File: src/rtl/pipe_pkg.sv
// Shared pipeline types for the ID/EX hazard controller: FSM state, EX shadow flags, $zero.
package pipe_pkg;

    typedef enum logic {
        IDLE  = 1'b0,
        MULTI = 1'b1
    } hz_state_e;

    // Flag part of the EX shadow; the destination register is kept beside it so its
    // width can follow the REG_ADDR_W parameter of the instantiating module.
    typedef struct packed {
        logic valid;
        logic mem_read;
        logic multicycle;
    } ex_shadow_t;

    localparam int unsigned REG_ZERO = 0;

endpackage

File: src/rtl/hazard_perf_cnt.sv
// 16-bit saturating event counter with asynchronous active-low reset.
module hazard_perf_cnt (
    input  logic        clk,
    input  logic        rst_n,
    input  logic        inc,
    output logic [15:0] count
);

    always_ff @(posedge clk or negedge rst_n) begin
        if (!rst_n) begin
            count <= '0;
        end else if (inc && (count != 16'hFFFF)) begin
            count <= count + 16'd1;
        end
    end

endmodule

File: src/rtl/hazard_ctrl_id_ex.sv
// ID/EX hazard controller: load-use, taken branch, mul/div and data-memory stalls.
// Optional HAZARD_PERF_EN adds saturating stall/flush counters.
module hazard_ctrl_id_ex
    import pipe_pkg::*;
#(
    parameter int unsigned REG_ADDR_W    = 5,
    parameter int unsigned MULDIV_CYCLES = 4
) (
    input  logic                  clk,
    input  logic                  rst_n,
    input  logic                  id_valid,
    input  logic [REG_ADDR_W-1:0] id_rs,
    input  logic [REG_ADDR_W-1:0] id_rt,
    input  logic                  id_uses_rs,
    input  logic                  id_uses_rt,
    input  logic                  id_mem_read,
    input  logic [REG_ADDR_W-1:0] id_dest,
    input  logic                  id_multicycle,
    input  logic                  ex_branch_taken,
    input  logic                  mem_stall,
    output logic                  pc_we,
    output logic                  if_id_we,
    output logic                  id_ex_we,
    output logic                  id_ex_bubble,
    output logic                  if_id_flush,
    output logic                  busy
`ifdef HAZARD_PERF_EN
    ,
    output logic [15:0]           perf_stall_cycles,
    output logic [15:0]           perf_flushes
`endif
);

    localparam int unsigned CNT_W = (MULDIV_CYCLES > 2) ? $clog2(MULDIV_CYCLES) : 1;
    localparam logic [CNT_W-1:0] CNT_LOAD = CNT_W'(MULDIV_CYCLES - 2);

    hz_state_e             state_q, state_d;
    logic [CNT_W-1:0]      cnt_q, cnt_d;
    ex_shadow_t            ex_q;
    logic [REG_ADDR_W-1:0] ex_dest_q;
    logic                  load_use;

    assign load_use = ex_q.valid && ex_q.mem_read &&
                      (ex_dest_q != REG_ADDR_W'(REG_ZERO)) &&
                      ((id_uses_rs && (id_rs == ex_dest_q)) ||
                       (id_uses_rt && (id_rt == ex_dest_q)));

    assign busy = (state_q == MULTI);

    always_comb begin
        pc_we        = 1'b1;
        if_id_we     = 1'b1;
        id_ex_we     = 1'b1;
        id_ex_bubble = 1'b0;
        if_id_flush  = 1'b0;
        state_d      = state_q;
        cnt_d        = cnt_q;
        if (!rst_n) begin
            pc_we        = 1'b0;
            if_id_we     = 1'b0;
            id_ex_we     = 1'b0;
            id_ex_bubble = 1'b1;
            if_id_flush  = 1'b1;
        end else if (mem_stall) begin
            pc_we    = 1'b0;
            if_id_we = 1'b0;
            id_ex_we = 1'b0;
        end else if ((state_q == MULTI) && (cnt_q != '0)) begin
            // mul/div still occupies EX; a branch cannot be resolving here
            pc_we    = 1'b0;
            if_id_we = 1'b0;
            id_ex_we = 1'b0;
            cnt_d    = cnt_q - CNT_W'(1);
        end else begin
            if (state_q == MULTI) begin
                state_d = IDLE;
            end
            if (ex_branch_taken) begin
                id_ex_bubble = 1'b1;
                if_id_flush  = 1'b1;
            end else if ((state_q == IDLE) && ex_q.valid && ex_q.multicycle) begin
                pc_we    = 1'b0;
                if_id_we = 1'b0;
                id_ex_we = 1'b0;
                state_d  = MULTI;
                cnt_d    = CNT_LOAD;
            end else if (load_use) begin
                pc_we        = 1'b0;
                if_id_we     = 1'b0;
                id_ex_bubble = 1'b1;
            end
        end
    end

    always_ff @(posedge clk or negedge rst_n) begin
        if (!rst_n) begin
            state_q <= IDLE;
            cnt_q   <= '0;
        end else begin
            state_q <= state_d;
            cnt_q   <= cnt_d;
        end
    end

    always_ff @(posedge clk or negedge rst_n) begin
        if (!rst_n) begin
            ex_q      <= '0;
            ex_dest_q <= '0;
        end else if (id_ex_we) begin
            ex_q.valid      <= id_valid & ~id_ex_bubble;
            ex_q.mem_read   <= id_mem_read;
            ex_q.multicycle <= id_multicycle;
            ex_dest_q       <= id_dest;
        end
    end

`ifdef HAZARD_PERF_EN
    hazard_perf_cnt u_perf_stall (
        .clk   (clk),
        .rst_n (rst_n),
        .inc   (rst_n & ~pc_we),
        .count (perf_stall_cycles)
    );

    hazard_perf_cnt u_perf_flush (
        .clk   (clk),
        .rst_n (rst_n),
        .inc   (rst_n & if_id_flush),
        .count (perf_flushes)
    );
`endif

endmodule

File: config.mk
export PLATFORM = sky130hd
export DESIGN_NAME = hazard_ctrl_id_ex
export DESIGN_NICKNAME = d
export VERILOG_FILES = /design/src/rtl/pipe_pkg.sv /design/src/rtl/hazard_perf_cnt.sv /design/src/rtl/hazard_ctrl_id_ex.sv
export SDC_FILE = /design/constraint.sdc
export NUM_CORES = 1
export LEC_CHECK = 0
export ABC_AREA = 0
export BUFFER_PORTS_ARGS = -buffer_cell sky130_fd_sc_hd__buf_2
export CORE_UTILIZATION = 45
export CTS_CLUSTER_SIZE = 20
export DETAILED_ROUTE_END_ITERATION = 10
export PLACE_DENSITY = 0.77
export SLEW_MARGIN = 20
export SYNTH_ARGS = -nofsm -noshare
export SYNTH_HDL_FRONTEND = slang
export SYNTH_HIERARCHICAL = 1
export SYNTH_SLANG_ARGS = --single-unit
File: constraint.sdc
create_clock -name clk -period 3 [get_ports clk]
set_clock_uncertainty 0.15 [all_clocks]
set_input_delay 0.9 -clock clk [delete_from_list [all_inputs] [get_ports clk]]
set_output_delay 0.9 -clock clk [all_outputs]
set_load 0.1 [all_outputs]
==> run summary <==
Routed length per placed instance: 14.3 um. The pin slew with the least headroom to its limit is 0.483 ns. Ranked by total cell area, the synthesized netlist is headed by sky130_fd_sc_hd__dfrtp_1 41%, sky130_fd_sc_hd__xnor2_1 13%, sky130_fd_sc_hd__mux2_2 12%. The worst setup path is captured at an output port. The synthesized netlist devotes 11.3% of its cell area to compound gates.

The commonest cells after synthesis are 11 x sky130_fd_sc_hd__dfrtp_1, 10 x sky130_fd_sc_hd__xnor2_1, 7 x sky130_fd_sc_hd__mux2_2. The tightest min-delay check is of the reg -> reg type. IR analysis of the VDD net gives a maximum drop of 0.000555 V. Once the floorplan was initialized, standard cells occupied 50.0% of the core. TritonCTS built the clock tree. The endpoint identified for the worst register-to-register timing path is ex_dest_q[4]$_DFFE_PN0P_. Counting flops with an async set or reset pin after synthesis yields a share of 100%. The area growth from synthesis to layout is 58.5%.

The run gives 676 um2 as the summed instance area of the synthesized netlist. The tools report the number of inserted diodes as 0. The number of violations reported at the end of detailed-routing iteration 0 is 1, and the final instance area is 1070 um2.

sky130_fd_sc_hd__dfrtp_1 takes more of the synthesized area than any other cell. For the static leakage, the log shows 0.495 nW. The die extent in x is 40.8 um, and the quantity of hold-fixing buffers added after cts is 0. The delay contributed by the slowest stage of the critical path came out at 0.37 ns. Global routing used 23.6% of the available tracks across all layers.

The flow ran to the end, but the final reports show violations. Required time of the critical path: 1.95 ns. The clock transition time at the flip-flop clock pins of the worst setup and hold paths came out at 0.07 ns. The share of synthesized cell area in full adder, half adder and majority cells works out to 1.85%. The mean instance size in the synthesized netlist was 10.7 um2. Most frequent cell after synthesis: sky130_fd_sc_hd__dfrtp_1.

After global routing the overflow that remains totals 0. Entering global routing, the biggest net connects 16 pins. The final hold violation count is 0. Measured against the total synthesized area, the mux share comes to 13.1%. The tools report the destination of the critical timing path as if_id_we.

The number of standard cells after synthesis was 63; the number of global-route vias before repair was 540. The logs give 0 for the number of setup buffers added after CTS and 68.0% for the relative slew slack. The sequential-to-total area share from yosys stat was 40.7%. For the area of the die, the log shows 1660 um2. The count of vias placed by the detailed router was 599; the depth of the CTS H-tree was 1. The post-synthesis xor/xnor area fraction was 13.0%; the final worst setup slack was -0.102 ns. The cell sitting at the root of the clock tree is a sky130_fd_sc_hd__clkbuf_4.

For this run, the post-layout net count is 123. After layout, the worst path uses 103% of the clock period. The critical path in this run is classified as in -> out. The number of synthesized register bits was 11. Counting every net in the synthesized netlist gives 88. Category of the worst setup path launch point: an input port. The run gives 2.37 mm as the first-pass GRT wire length. The number of clock sinks is 11.

The beginning of the critical path was id_rs[1]. After detailed routing, the number of vias per cell comes to 5.35. The share of the synthesized area in the top cell type is 40.7%, and the number of buffers created by CTS is 3. The number of cells on the worst reg-to-reg path is 6. For this run, the top clock speed supported by timing is 322 MHz. The cell area after placement was 988 um2. The tools report the number of antenna violations at the first check in global routing as 0. The number of placement rows was 13.

The critical path goes through buf_6, xnor2_2, nand4_1, o22a_2, o31a_4, buf_12. For the total power after layout, the log shows 0.954 mW. The source-to-sink clock delay at the later pin of the worst-skew pair came out at 0.27 ns. The worst register-to-register path begins at cnt_q[0]$_DFFE_PN0P_. The region available for standard cell placement spans 1350 um2. The checks that failed: setup timing.

The slowest stage of the critical path is the sky130_fd_sc_hd__o31a_4 cell. STA puts the critical path data arrival time at 2.05 ns. Along the worst path, the maximum fanout reaches 3. Of the cells placed in the final design, the portion with a size suffix greater than 1 is 59.8%.

Setup slack on the worst reg-to-reg path comes out at 1.14 ns. The height of the chip is 40.8 um, and the maximum buffer depth of the clock tree is 2. The number of max-slew violations in the final report was 0; the DRC violation count after routing was 0.

The number of setup violations in the final report came out at 3. After synthesis, the largest family of logic cells by area is simple AND/OR/NAND/NOR gates. Input and output buffers added on the ports amount to 29.

Among all flip-flop cells after synthesis, the most frequent one is sky130_fd_sc_hd__dfrtp_1. The number of warning messages in the yosys log was 6; the count of flip-flops with a built-in enable after synthesis was 0. For the final antenna-violating net count, the log shows 0. The run gives 24 as the distinct cell type count after synthesis. The synthesized netlist devotes 14.4% of its cell area to simple gates. The run gives 0.721 as the final weighted congestion in routability-driven placement. Max-cap violations in this run came to 0. The pre-antenna-repair detailed-routing pass consisted of 4 iterations.

The run gives 30 as the top-level I/O count. Summed over all layers, the routed wires come to 1.61 mm. Setup repair after global routing could not meet its margin everywhere. Power spread over the standard cell area amounts to 891 nW/um2. The HPWL after detailed placement is 1.24 mm, and the final period demand of the worst path is 3.10 ns.
[final cells by class]
type | count | area (um2)
clock buffers | 4 | 26.3
fillers | 90 | 279
inverters | 6 | 22.5
multi-input cells | 44 | 459
flip-flops and latches | 11 | 277
well taps | 15 | 18.8
repair buffers | 32 | 268
[report_power, final]
part,switching [mW],internal [mW]
clock,0.0530,0.0515
sequential,0.104,0.223
combinational,0.270,0.252
[cells in the final DEF, fill, tap and decap left out, types with 2 or more instances in the layout]
master	count
sky130_fd_sc_hd__mux2_2	7
sky130_fd_sc_hd__dfrtp_1	10
sky130_fd_sc_hd__xnor2_2	8
sky130_fd_sc_hd__nor2_1	4
sky130_fd_sc_hd__clkbuf_4	3
sky130_fd_sc_hd__buf_6	4
sky130_fd_sc_hd__buf_12	5
sky130_fd_sc_hd__nand4_1	4
sky130_fd_sc_hd__buf_4	3
sky130_fd_sc_hd__inv_1	6
sky130_fd_sc_hd__a21oi_1	2
sky130_fd_sc_hd__xnor2_1	2
sky130_fd_sc_hd__buf_2	20
[flip-flops by register name (all words and copies together), names as in the netlist]
signal     flops
ex_dest_q      5
ex_q           3
cnt_q          2
busy           1
[worst max-delay path: cells and delay by family]
| kind | cells | cell delay (ns) |
|---|---|---|
| compound gates | 2 | 0.65 |
| buf+inv | 2 | 0.27 |
| simple gates | 1 | 0.11 |
| xor+xnor | 1 | 0.12 |
[logic make-up (layout without fill, tap and decap cells)]
group / Yosys count / count (layout)
simple gates: 16 / 16
compound gates: 9 / 9
flops: 11 / 11
buf+inv: 8 / 42
fa+ha+maj: 1 / 1
mux: 8 / 8
xor+xnor: 10 / 10
[through the flow]
stage / hold slack [ns] / worst slack (ns) / util [%] / std cells / setup TNS (ns)
floorplan: 0.290 / -0.276 / - / 63 / -0.540
finish: 0.328 / -0.102 / 79.3 / 112 / -0.226
CTS: 0.325 / -0.107 / 78.7 / 112 / -0.310
global placement: 0.307 / -0.119 / 73.2 / 108 / -0.281
detailed placement: 0.318 / -0.145 / 73.2 / 108 / -0.361
global route: 0.358 / -0.147 / 79.3 / 112 / -0.364
[worst min path at each step]
stage / start / slack [ns] / to / depth (start not counted)
6_report: cnt_q[0]$_DFFE_PN0P_ / 0.33 / cnt_q[0]$_DFFE_PN0P_ / 1
3_3_place_gp: cnt_q[0]$_DFFE_PN0P_ / 0.31 / cnt_q[0]$_DFFE_PN0P_ / 1
2_1_floorplan: cnt_q[0]$_DFFE_PN0P_ / 0.29 / cnt_q[0]$_DFFE_PN0P_ / 1
3_5_place_dp: cnt_q[0]$_DFFE_PN0P_ / 0.32 / cnt_q[0]$_DFFE_PN0P_ / 1
5_1_grt: cnt_q[0]$_DFFE_PN0P_ / 0.36 / cnt_q[0]$_DFFE_PN0P_ / 1
4_1_cts: cnt_q[0]$_DFFE_PN0P_ / 0.33 / cnt_q[0]$_DFFE_PN0P_ / 1
[timing repair]
action                                  in CTS  in global routing
endpoints found under the setup margin       3                  3
pin swaps                                    3                  1
gates resized for setup                      7                  2
[metal layers]
layer  share of wire (%)  routed length [um]  GRT usage, %  up-vias
met5                   0                   0             0        -
met4                 2.7                  44          15.8        0
met3                 4.3                  69          5.98        5
met2                  50                 810          36.9       21
met1                  42                 681          28.3      275
li1                    -                   -             -      298
Power figures use the tool's default switching activity.
